==> config.mk <==
export PLATFORM = sky130hd
export DESIGN_NAME = fetch_stage
export DESIGN_NICKNAME = d
export VERILOG_FILES = /design/src/rtl/fetch_stage_pkg.sv /design/src/rtl/if_de_reg.sv /design/src/rtl/fetch_stage.sv
export SDC_FILE = /design/constraint.sdc
export NUM_CORES = 1
export LEC_CHECK = 0
export ABC_AREA = 1
export BUFFER_PORTS_ARGS = -buffer_cell sky130_fd_sc_hd__buf_2
export CAP_MARGIN = 5
export CORE_MARGIN = 2
export CORE_UTILIZATION = 25
export CTS_CLUSTER_DIAMETER = 150
export DETAILED_ROUTE_END_ITERATION = 6
export GPL_ROUTABILITY_DRIVEN = 0
export GPL_TIMING_DRIVEN = 0
export PLACE_DENSITY = 0.43
export SYNTH_ARGS = -nofsm -noshare
export SYNTH_HDL_FRONTEND = slang
export SYNTH_HIERARCHICAL = 1
export SYNTH_SLANG_ARGS = --single-unit
==> constraint.sdc <==
create_clock -name clk -period 4.6 [get_ports clk]
set_input_delay 0.92 -clock clk [delete_from_list [all_inputs] [get_ports clk]]
set_output_delay 0.92 -clock clk [all_outputs]
set_load 0.005 [all_outputs]
==> src/rtl/fetch_stage_pkg.sv <==
// rtl/fetch_stage_pkg.sv - shared state encoding, constants and helpers for the fetch stage
package fetch_stage_pkg;

    typedef enum logic [1:0] {
        FETCH   = 2'd0,
        HOLD    = 2'd1,
        DISCARD = 2'd2
    } fetch_state_t;

    localparam logic [31:0] NOP_INST         = 32'h0000_0000;
    localparam logic [29:0] DEFAULT_RESET_PC = 30'h0010_0000;

    // Byte address of the instruction after the one at word address pc; wraps naturally.
    function automatic logic [31:0] pc4_of(input logic [29:0] pc);
        return {pc + 30'd1, 2'b00};
    endfunction

endpackage

==> src/rtl/if_de_reg.sv <==
// rtl/if_de_reg.sv - IF/DE pipeline register with load enable and bubble insert
module if_de_reg
    import fetch_stage_pkg::*;
(
    input  logic        clk,
    input  logic        resetn,
    input  logic        i_en,
    input  logic        i_bubble,
    input  logic [31:0] i_inst,
    input  logic [31:0] i_pc4,
    output logic        o_valid,
    output logic [31:0] o_inst,
    output logic [31:0] o_pc4
);

    always_ff @(posedge clk) begin
        if (!resetn || i_bubble) begin
            o_valid <= 1'b0;
            o_inst  <= NOP_INST;
            o_pc4   <= 32'h0;
        end else if (i_en) begin
            o_valid <= 1'b1;
            o_inst  <= i_inst;
            o_pc4   <= i_pc4;
        end
    end

endmodule

==> src/rtl/fetch_stage.sv <==
// rtl/fetch_stage.sv - PC, imem request FSM and IF/DE load; FETCH_PERF_EN adds fetch/flush counters
module fetch_stage
    import fetch_stage_pkg::*;
#(
    parameter logic [29:0] RESET_PC = DEFAULT_RESET_PC
) (
    input  logic        clk,
    input  logic        reset,
    output logic        imem_req,
    output logic [29:0] imem_addr,
    input  logic        imem_ready,
    input  logic [31:0] imem_rdata,
    input  logic        stall,
    input  logic        redirect,
    input  logic [29:0] redirect_pc,
    output logic        de_valid,
    output logic [31:0] de_inst,
    output logic [31:0] de_pc4
`ifdef FETCH_PERF_EN
    ,
    output logic [31:0] fetch_count,
    output logic [31:0] flush_count
`endif
);

    fetch_state_t r_state;
    logic [29:0]  r_pc;
    logic [29:0]  r_shadow;
    logic [31:0]  r_buf;

    logic         w_load;
    logic         w_bubble;
    logic [31:0]  w_load_inst;

    assign imem_req  = reset && (r_state != HOLD);
    // In DISCARD the stale request must stay on the bus while pc already holds the target.
    assign imem_addr = (r_state == DISCARD) ? r_shadow : r_pc;

    always_comb begin
        w_load      = 1'b0;
        w_bubble    = 1'b0;
        w_load_inst = imem_rdata;
        case (r_state)
            FETCH: begin
                if (redirect)                  w_bubble = 1'b1;
                else if (imem_ready && !stall) w_load   = 1'b1;
            end
            HOLD: begin
                w_load_inst = r_buf;
                if (redirect)    w_bubble = 1'b1;
                else if (!stall) w_load   = 1'b1;
            end
            DISCARD: begin
                if (redirect) w_bubble = 1'b1;
            end
            default: ;
        endcase
    end

    always_ff @(posedge clk) begin
        if (!reset) begin
            r_state  <= FETCH;
            r_pc     <= RESET_PC;
            r_shadow <= RESET_PC;
            r_buf    <= NOP_INST;
        end else begin
            case (r_state)
                FETCH: begin
                    if (redirect) begin
                        r_pc <= redirect_pc;
                        if (!imem_ready) begin
                            r_shadow <= r_pc;
                            r_state  <= DISCARD;
                        end
                    end else if (imem_ready) begin
                        if (!stall) begin
                            r_pc <= r_pc + 30'd1;
                        end else begin
                            r_buf   <= imem_rdata;
                            r_state <= HOLD;
                        end
                    end
                end
                HOLD: begin
                    if (redirect) begin
                        r_pc    <= redirect_pc;
                        r_buf   <= NOP_INST;
                        r_state <= FETCH;
                    end else if (!stall) begin
                        r_pc    <= r_pc + 30'd1;
                        r_state <= FETCH;
                    end
                end
                DISCARD: begin
                    if (redirect)   r_pc    <= redirect_pc;
                    // A response arriving with a new redirect still closes the stale request.
                    if (imem_ready) r_state <= FETCH;
                end
                default: r_state <= FETCH;
            endcase
        end
    end

    if_de_reg u_if_de_reg (
        .clk      (clk),
        .resetn   (reset),
        .i_en     (w_load),
        .i_bubble (w_bubble),
        .i_inst   (w_load_inst),
        .i_pc4    (pc4_of(r_pc)),
        .o_valid  (de_valid),
        .o_inst   (de_inst),
        .o_pc4    (de_pc4)
    );

`ifdef FETCH_PERF_EN
    always_ff @(posedge clk) begin
        if (!reset) begin
            fetch_count <= 32'h0;
            flush_count <= 32'h0;
        end else begin
            if (w_load)
                fetch_count <= fetch_count + 32'd1;
            if (w_bubble && (de_valid || r_state == HOLD))
                flush_count <= flush_count + 32'd1;
        end
    end
`endif

endmodule

* Word level (Yosys, flattened, before mapping) *
Index checks and enable logic that the tools add are counted.

word-level totals
  flip-flop bits (word level) = 157
  bits in latches = 0
  memory bits (writable) = 0
  ROM bits = 0
  input bits = 67
  output and inout bits = 96
  logic and storage cells = 63
  memories kept = 0

operators by class
  add/sub/neg operators = 1
  multiply operators = 0
  div/mod/pow operators = 0
  magnitude comparators = 0
  eq/ne operators = 13
  shift operators = 0
  multiplexer cells = 28
  bitwise gates (word level) = 1
  reductions and logical operators = 13

operator list
  cell                                                                     number
  30-bit two-way mux                                                       6
  32-bit two-way mux                                                       5
  30-bit one-hot mux with 3 select lines                                   1
  32-bit one-hot mux with 2 select lines                                   1
  30-bit by 1-bit adder with 30-bit output, second input constant          1
  2-bit two-way mux                                                        7
  2-bit inequality test, second input constant                             6
  3-bit inequality test, second input constant                             4
  5-bit AND reduction                                                      2
  1-bit two-way mux                                                        6
  2-bit one-hot mux with 3 select lines                                    1
  3-bit AND reduction                                                      2
  3-bit nonzero test                                                       1
  3-bit OR reduction                                                       1
  2-bit by 1-bit == test with 1-bit output, second input constant          1
  2-bit == test, second input constant                                     1
  1-bit logical AND                                                        2
  1-bit logical NOT                                                        2
  2-bit logical NOT                                                        1
  2-bit by 1-bit inequality test with 1-bit output, second input constant  1
  1-bit one-hot mux with 2 select lines                                    1
  2-bit nonzero test                                                       1
  1-bit logical OR                                                         1
  1-bit NOT                                                                1

* Depth between registers and ports, before layout *
Gate-level depths: netlist (run 1).

  word-level depth = 5
  gate-level depth with buffers = 10
  depth with buffers taken out = 10

* Modules after synthesis *
Netlist (run 1), hierarchy kept.

by module, submodules not included
  module       times used  cells an instance  area an instance (um^2)  seq. area each (um^2)
  fetch_stage  1           803                5039.8                   1881.8
  if_de_reg    1           282                2253.4                   1301.2

* Worst setup path after synthesis (run 1) *
No wires, ideal clock.

  kind = in2out
  from = input port reset
  to = output port imem_req
  data arrival time = 1390 ps
  data required time = 3680 ps
  setup slack = 2290 ps
  stages = 3
  path buffers = 1
  cell sequence = clkbuf_1 inv_1 nor2_1

between the ends
  word-level cells in the longest chain between the ends = 1

ends and longest elaborated chain
  element            RTL line           text
  start, declared    fetch_stage.sv:8   input logic reset,
  1-bit logical AND  fetch_stage.sv:35  assign imem_req = reset && (r_state != HOLD);
  end, declared      fetch_stage.sv:9   output logic imem_req,

Every way passes these cells.

* Worst setup path after layout (run 1) *
  from = register r_state[1]
  to = output port imem_addr[11]

between the ends
  word-level cells in the longest chain between the ends = 2

ends and longest elaborated chain
  element                 RTL line           text
  start, declared         fetch_stage.sv:26  fetch_state_t r_state;
  start signal, assigned  fetch_stage.sv:62  r_state <= FETCH;
  start signal, assigned  fetch_stage.sv:73  r_state <= DISCARD;
  start signal, assigned  fetch_stage.sv:80  r_state <= HOLD;
  2-bit == test           fetch_stage.sv:37  assign imem_addr = (r_state == DISCARD) ? r_shadow : r_pc;
  30-bit two-way mux      fetch_stage.sv:37
  end, declared           fetch_stage.sv:10  output logic [29:0] imem_addr,

Every way passes these cells.

==> impl_results.md, run 1 <==
- Status: finished, final reports clean
- WP data required: 3.68 ns
- Buffers on Ports: 162
- Layout cell share with drive strength beyond 1: 19.1%
- RSZ-0062 raised after global routing: false
- Clk_skew: 0.0165 ns
- GRT overflow: 0
- Most frequent cells in the layout: 402 x nand2_1, 184 x buf_2, 164 x a21oi_1
- Final hold violation count: 0
- Num CTS Buffers: 17
- Tmin final: 3.26 ns
- Final-layout fill cell count: 3,284
- Startpoint Class: flip-flop
- Die Wd: 175 um
- Final setup vio count: 0
- VDD IR max: 193 uV
- CTS tree: built
- Commonest non-fill, non-tap cell in the layout: nand2_1
- Post-CTS setup buffer count: 0
- Sink Count: 159
- Largest net degree at the start of global routing: 19
- Resize count post-CTS: 0
- Highest clock rate: 307 MHz
- I/O pin cnt: 163
- Later-pin clock latency in the skew report: 0.44 ns
- Vias: 7,560
- CTS Buffer Depth: 2
- Cell area after layout: 0.00919 mm^2
- Synthesized area: 0.00729 mm^2
- Global-route wire length before repair: 41,200 um
- DRT Pass-1 Iters: 5
- Synth area leader: dfxtp_1
- Rel. slew slack: 59.4%
- Pre-CTS WS: 1.71 ns
- Wire per inst: 16.3 um
- Core ar.: 0.0287 mm^2
- Gate Count Post-Synth: 1,085
- Seq/Total Area, Yosys: 43.6%
- Pwr Density: 369 mW/mm^2
- Placed Area: 0.00859 mm^2
- Chip height: 175 um
- CP Capture Type: output port
- Worst slew pin tran: 0.609 ns
- Yosys Warn Count: 6
- Starting Density: 25.4%
- Core Rows: 62
- Leakage: 3.97 nW
- Synthesized flop and latch total: 159
- Layout area overhead: 25.9%
- CP arrival: 2.34 ns
- Max-cap check violation count: 0
- Cell count of the worst reg-to-reg path: 9
- EDFF count, synth: 0
- Synth top area cells: dfxtp_1 44%, nand2_1 21%, a21oi_1 11%
- Root Driver: clkbuf_16
- Fin crit share: 70.9%
- Hold/Removal Path Class: flip-flop to flip-flop
- Inserted Diodes: 0
- Htree depth: 4
- Final setup TNS: 0 ns
- Hold path cells: 2
- Yosys top cell area share: 43.6%
- NumNets Final: 1,335
- Largest fanout on the critical path: 10
- HPWL after DPL: 20,100 um
- CTS hold repair buffers: 0
- Max-slew violations: 0
- Asr flop ratio synth: 0%
- PnR worst setup slack: 1.34 ns
- Critical path type: flip-flop to output port
- Syn Area/Cell: 6.72 um^2
- Routed vias/inst: 4.54
- Clock transition at path regs: 0.07 ns
- DRC violations left: 0
- Unique masters post-synth: 31
- Total Wirelength: 27,100 um
- Top_reg_cell synth: dfxtp_1
- ANT nets after route: 0
- Initial antenna violation count: 0
- Die area: 0.0306 mm^2
- Number of global-route vias before repair: 7,180
- Drt first-iter violations: 642
- All-Layer GR Usage: 17.5%
## synth_stat cells, drive strengths merged, types with 2 or more instances
library cell,count
a21oi,164
a31oi,2
and2,2
buf,36
clkbuf,28
dfxtp,159
inv,49
nand2,402
nand3,19
nand3b,4
nor2,88
o211ai,2
o21ai,109
xnor2,4
xor2,10
## sequential cells by signal, indices dropped and copies added, names as in the netlist
name,cells
r_buf,32
r_pc,30
r_shadow,30
r_state,2
u_if_de_reg/o_inst,32
u_if_de_reg/o_pc4,32
u_if_de_reg/o_valid,1
## cells by family (layout without fill, tap and decap cells)
family | count (synthesis) | after routing | synth area share, %
xor gates and xnor gates | 14 | 14 | 1.68
AOI/OAI and AO/OA | 279 | 279 | 19.4
buffers and inverters | 114 | 308 | 7.17
adders and majority gates | 1 | 1 | 0.172
DFF | 159 | 159 | 43.6
and+or+nand+nor | 517 | 517 | 27.9
other | 1 | 2 | 0.0514
## worst max-delay path, cell delays in order (launching register included)
cell	delay, ns
dfxtp_1	0.49
inv_2	0.12
nor2_4	0.23
clkinv_1	0.34
clkbuf_1	0.39
nand2_1	0.13
nand2_1	0.08
buf_2	0.13
## routing by layer
layer  wire, um  global-route usage (%)
met3       1080                    2.79
met4        316                    4.17
met5          0                       0
met1      13000                    23.8
met2      12700                    29.2
## power by group
| group | switching [W] | internal [W] |
|---|---|---|
| clock network | 0.000708 | 0.000731 |
| logic | 0.000287 | 0.000152 |
| registers | 0.0000616 | 0.00145 |
## path summary, 6_finish.rpt
path	start	to	slack, ns
max reg2reg	r_state[0]	u_if_de_reg/o_inst[30]	2.45
min	r_buf[27]	r_buf[27]	0.45
max	r_state[1]	imem_addr[11]	1.34
min reg2reg	r_buf[27]	r_buf[27]	0.45
## layout make-up
| class | count | area (um^2) | area share, % |
|---|---|---|---|
| Buffer | 64 | 335 | 3.65 |
| Clock buffer | 17 | 425 | 4.63 |
| Clock inverter | 15 | 171 | 1.87 |
| Inverter | 50 | 188 | 2.04 |
| Multi-Input combinational cell | 813 | 3590 | 39.1 |
| Sequential cell | 159 | 3180 | 34.7 |
| Tap cell | 384 | 480 | 5.23 |
| Timing Repair Buffer | 162 | 811 | 8.83 |
## through the flow
stage / hold slack, ns / cells / utilization, % / power (W)
4_1_cts: 0.449 / 1664 / 32.0 / 0.00343
3_5_place_dp: 0.438 / 1632 / 29.9 / 0.00199
5_1_grt: 0.470 / 1664 / 32.0 / 0.00355
6_report: 0.445 / 1664 / 32.0 / 0.00339
3_3_place_gp: 0.430 / 1632 / 29.9 / 0.00198
2_1_floorplan: 0.422 / 1086 / - / 0.00179
Note: power is estimated with default switching activity, not from simulation.
==> run 2, diff against run 1 <==
ABC_AREA = 0   (was 1)
clock period = 3.4 ns   (was 4.6 ns; I/O delays follow)
==> run 2 against run 1 <==
Net effect: register-to-register slack lost 1.6 ns; hold slack gained 0.0071 ns; sequential cell count is the same; die area grew 4.8%; power grew 37%; utilization shrank 0.37 points; combinational power grew 35%; sequential power grew 30%; final cell count shrank 10%; highest routed layer is now met5.
==> impl_results.md, run 2 <==
- Leakage: 3.81 nW
- Synthesized flop and latch total: 159
- Later-pin clock latency in the skew report: 0.44 ns
- CP Capture Type: output port
- Worst slew pin tran: 1.02 ns
- Chip height: 179 um
- Final-layout fill cell count: 3,304
- EDFF count, synth: 0
- Largest net degree at the start of global routing: 17
- Die Wd: 179 um
- Max-cap check violation count: 0
- Highest clock rate: 314 MHz
- VDD IR max: 344 uV
- Max-slew violations: 0
- Largest family of logic cells by synthesized area: simple AND/OR/NAND/NOR gates
- Status: finished, final reports clean
- CP arrival: 2.50 ns
- Initial antenna violation count: 3
- Routed vias/inst: 4.67
- DRC violations left: 0
- Yosys top cell area share: 41.6%
- Root Driver: clkbuf_16
- I/O pin cnt: 163
- Final hold violation count: 0
- Drt first-iter violations: 382
- Most frequent cells in the layout: 183 x buf_2, 159 x dfxtp_1, 132 x nand2_1
- Synth top area cells: dfxtp_1 42%, mux2i_1 9.2%, mux2_2 8.8%
- ANT nets after route: 0
- Synth area leader: dfxtp_1
- Core Rows: 64
- Die area: 0.0320 mm^2
- Vias: 6,958
- Buffers on Ports: 162
- Yosys Warn Count: 6
- Hold/Removal Path Class: flip-flop to flip-flop
- Pwr Density: 485 mW/mm^2
- Sink Count: 159
- RSZ-0062 raised after global routing: false
- Largest fanout on the critical path: 10
- CTS Buffer Depth: 2
- Hold Crit Start: r_shadow[11]
- Synthesized area: 0.00765 mm^2
- Clock transition at path regs: 0.07 ns
- Tmin final: 3.18 ns
- Commonest cells in the netlist: 159 x dfxtp_1, 132 x nand2_1, 101 x nor2_1, 73 x a21oi_1, 70 x mux2i_1
- CTS tree: built
- Core ar.: 0.0303 mm^2
- Asr flop ratio synth: 0%
- Synth Area in XOR/XNOR: 3.20%
- Total Wirelength: 26,900 um
- All-Layer GR Usage: 17.0%
- DRT Pass-1 Iters: 5
- Htree depth: 4
- Final setup vio count: 0
- Mux cell area share after synthesis: 18.0%
- WP data required: 2.72 ns
- Starting Density: 25.2%
- Rel. slew slack: 31.5%
- FF-to-FF Start: r_pc[2]
- Reg2reg setup slack: 0.89 ns
- Top Registers: r_buf x32, u_if_de_reg/o_inst x32, u_if_de_reg/o_pc4 x32
- Syn Area/Cell: 8.52 um^2
- Synth Area in Adders: 0.164%
- Cell area after layout: 0.00960 mm^2
- Num CTS Buffers: 17
- Most numerous cell in the Yosys netlist: dfxtp_1
- Simple-gate share of the synthesized area: 20.6%
- Final setup TNS: 0 ns
- NumNets Final: 1,148
- Wire per inst: 18.0 um
- Number of global-route vias before repair: 6,761
- Placed Area: 0.00896 mm^2
- Commonest non-fill, non-tap cell in the layout: buf_2
- Seq/Total Area, Yosys: 41.6%
- Top_reg_cell synth: dfxtp_1
- Global-route wire length before repair: 40,500 um
- GRT overflow: 0
- Startpoint Class: flip-flop
- Layout area overhead: 25.5%
- Compound-cell area share of the yosys netlist: 10.7%
- Fin crit share: 93.6%
- Crit path from: r_state[0]
- Layout cell share with drive strength beyond 1: 26.7%
- Gate Count Post-Synth: 898
- Unique masters post-synth: 54
- Worst hold slack: 0.452 ns
- HPWL after DPL: 19,500 um
- Critical path type: flip-flop to output port
- Clk_skew: 0.00829 ns
## run 2: routing by layer
metal	GRT usage (%)	up-vias	wire length [um]
met5	0	-	16
met2	27.4	166	12600
met1	22.7	3300	12600
met3	3.29	27	1330
met4	5.28	2	417
li1	-	3463	-
## run 2: cell type report
class                      count  area (um^2)  share of cell area (%)
multi-input combinational    649         4030                    42.0
buffer                        87          429                    4.47
inverter                       4         15.0                   0.156
antenna                        2         5.00                  0.0521
sequential                   159         3180                    33.2
timing repair buffer         162          811                    8.45
tap                          396          495                    5.16
clock inverter                12          181                    1.89
clock buffer                  20          447                    4.65
## run 2: cell families (layout without fill, tap and decap cells)
group,count (synthesis),count (layout)
buffers and inverters,91,285
xor gates and xnor gates,28,28
adders and majority gates,1,1
and+or+nand+nor,352,352
AOI/OAI and AO/OA,136,136
DFF,159,159
other,1,4
muxes,130,130
## run 2: timing repair
action                     in CTS  in global routing
gates resized for setup         3                  1
gates cloned                    0                  0
setup buffers                   0                  0
setup endpoints to repair      27                 10
hold buffers                    0                  0
## run 2: metrics by stage
step / utilization [%] / setup WS [ns] / total power, W / std cells
floorplan: - / 1.08 / 0.00236 / 899
global placement: 29.5 / 0.226 / 0.00259 / 1457
detailed placement: 29.5 / 0.248 / 0.00260 / 1457
CTS: 31.6 / 0.00119 / 0.00472 / 1489
global route: 31.6 / 0.0993 / 0.00486 / 1491
finish: 31.6 / 0.219 / 0.00466 / 1491
## run 2: critical path: stages (launching register included)
cell and delay (ns):
dfxtp_1 0.37, nor2b_1 0.45, clkbuf_2 0.39, clkbuf_2 0.33
mux2_2 0.38, buf_2 0.13
## run 2: worst paths after layout
check,end,cells past startpoint
max,imem_addr[20],5
max reg2reg,u_if_de_reg/o_pc4[29],7
min reg2reg,r_shadow[11],2
min,r_shadow[11],2
## run 2: power by group
part,switching (W),total [W],internal [W]
registers,0.0000336,0.00196,0.00192
clock network,0.000851,0.00211,0.00126
logic,0.000361,0.000593,0.000232
total,0.00125,0.00466,0.00341
==> run 3, diff against run 2 <==
--- a/config.mk
+++ b/config.mk
@@ -15,3 +15,2 @@
 export GPL_ROUTABILITY_DRIVEN = 0
-export GPL_TIMING_DRIVEN = 0
 export PLACE_DENSITY = 0.43
--- a/constraint.sdc
+++ b/constraint.sdc
@@ -3,2 +3,2 @@
 set_output_delay 0.68 -clock clk [all_outputs]
-set_load 0.005 [all_outputs]
+set_load 0.02 [all_outputs]
==> run 3 against run 2 <==
Net effect: global-route usage shrank 1.7 points; die area is the same; critical endpoint is now imem_addr[1]; register-to-register slack is essentially flat; largest power group is now registers.
==> impl_results.md, run 3 (same netlist as run 2, synthesis figures left out) <==
- Status: finished, final reports clean
- WP data required: 2.72 ns
- Cell area after layout: 0.00936 mm^2
- FF-to-FF Start: r_pc[8]
- Buffers on Ports: 162
- Crit-path slowest cell: dfxtp_1
- Root Driver: clkbuf_16
- Largest net degree at the start of global routing: 65
- Startpoint Class: flip-flop
- Leakage: 3.70 nW
- Clock transition at path regs: 0.07 ns
- Die Wd: 179 um
- ANT nets after route: 0
- Htree depth: 4
- Global-route wire length before repair: 37,300 um
- CP delay by family, top: flip-flops
- Rel. slew slack: 22.6%
- Highest clock rate: 339 MHz
- Buf/Inv on CP: 2
- Post-CTS setup buffer count: 0
- Core Rows: 64
- CTS Buffer Depth: 2
- NumNets Final: 1,085
- Number of global-route vias before repair: 6,285
- Resize count post-CTS: 0
- Layout area overhead: 22.3%
- Num CTS Buffers: 17
- Later-pin clock latency in the skew report: 0.43 ns
- DRT Pass-1 Iters: 5
- Final setup vio count: 0
- VDD IR max: 262 uV
- Fin crit share: 86.8%
- GRT overflow: 0
- Worst slew pin tran: 1.16 ns
- DRC violations left: 0
- All-Layer GR Usage: 15.2%
- Clk_skew: 0.0143 ns
- CP Capture Type: output port
- Most frequent cells in the layout: 162 x buf_2, 159 x dfxtp_1, 132 x nand2_1
- Total Wirelength: 24,400 um
- Die area: 0.0320 mm^2
- Final-layout fill cell count: 3,183
- Critical path type: flip-flop to output port
- Sink Count: 159
- Critical-path cell list: nor2b_4 -> buf_4 -> mux2_2 -> buf_2
- CTS hold repair buffers: 0
- Layout cell share with drive strength beyond 1: 28.4%
- Pre-CTS WS: 0.719 ns
- Top Registers: r_buf x32, u_if_de_reg/o_inst x32, u_if_de_reg/o_pc4 x32
- Vias: 6,736
- Wire per inst: 17.1 um
- Delay of the slowest critical-path stage: 0.55 ns
- Hold Crit Start: r_buf[1]
- Largest fanout on the critical path: 16
- Hold/Removal Path Class: flip-flop to flip-flop
- Worst hold slack: 0.454 ns
- CTS tree: built
- Chip height: 179 um
- Drt first-iter violations: 285
- Max-cap check violation count: 0
- Initial antenna violation count: 2
- RSZ-0062 raised after global routing: false
- Placed Area: 0.00879 mm^2
- PnR worst setup slack: 0.450 ns
- Commonest non-fill, non-tap cell in the layout: buf_2
- Core ar.: 0.0303 mm^2
- HPWL after DPL: 16,300 um
- Routed vias/inst: 4.72
- Tmin final: 2.95 ns
- Starting Density: 25.2%
- Final setup TNS: 0 ns
- Crit path from: r_state[1]
- Pwr Total: 0.00443 W
- CP arrival: 2.27 ns
- I/O pin cnt: 163
- Pwr Density: 474 mW/mm^2
- Max-slew violations: 0
- Final hold violation count: 0
==> run 3: cell count changes in the layout (fill, tap and decap cells not counted), sizes merged <==
| cell | before | now |
|---|---|---|
| bufinv | 4 | 0 |
| inv | 7 | 10 |
| buf | 192 | 186 |
| clkbuf | 77 | 18 |
| diode | 2 | 1 |
| clkinv | 1 | 6 |
| clkinvlp | 4 | 2 |
==> run 3: metal layers <==
metal / part of all wire (%) / global-route usage, % / vias to the layer above
li1: - / - / 3341
met1: 47 / 20.7 / 3222
met2: 47 / 24.8 / 161
met3: 5.1 / 3.16 / 10
met4: 0.78 / 3.12 / 2
met5: 0.053 / 0 / -
==> run 3: worst paths after layout <==
check | endpoint | cells after the start | slack (ns)
max | imem_addr[1] | 4 | 0.45
max reg2reg | u_if_de_reg/o_pc4[31] | 6 | 0.90
min | r_buf[1] | 2 | 0.45
min reg2reg | r_buf[1] | 2 | 0.45
==> run 3: where the power goes <==
part           switching, W  internal, W  leakage (nW)  total [W]
logic              0.000329     0.000224          2.14   0.000552
registers         0.0000743      0.00192          1.29    0.00200
clock network      0.000900     0.000984         0.274    0.00188
==> run 3: area by class of cell <==
cell class / count / area (um^2) / area share, %
Antenna cell: 1 / 2.50 / 0.0267
Clock buffer: 18 / 439 / 4.69
Clock inverter: 14 / 129 / 1.38
Inverter: 4 / 15.0 / 0.160
Multi-Input combinational cell: 649 / 4070 / 43.4
Sequential cell: 159 / 3180 / 34.0
Tap cell: 396 / 495 / 5.29
Timing Repair Buffer: 186 / 1030 / 11.0
==> run 3: worst reg2reg max path, cell delays in order (launching register included) <==
cell	delay (ns)
dfxtp_1	0.53
nand4_1	0.49
nor4_1	0.58
and3_1	0.24
xor2_1	0.36
mux2i_1	0.13
nor2_1	0.09
==> run 3: stage by stage <==
stage | instances | utilization [%]
after detailed placement | 1394 | 29.0
final | 1427 | 30.8
after floorplan | 899 | -
after CTS | 1426 | 30.8
after global placement | 1394 | 29.0
after global routing | 1426 | 30.8
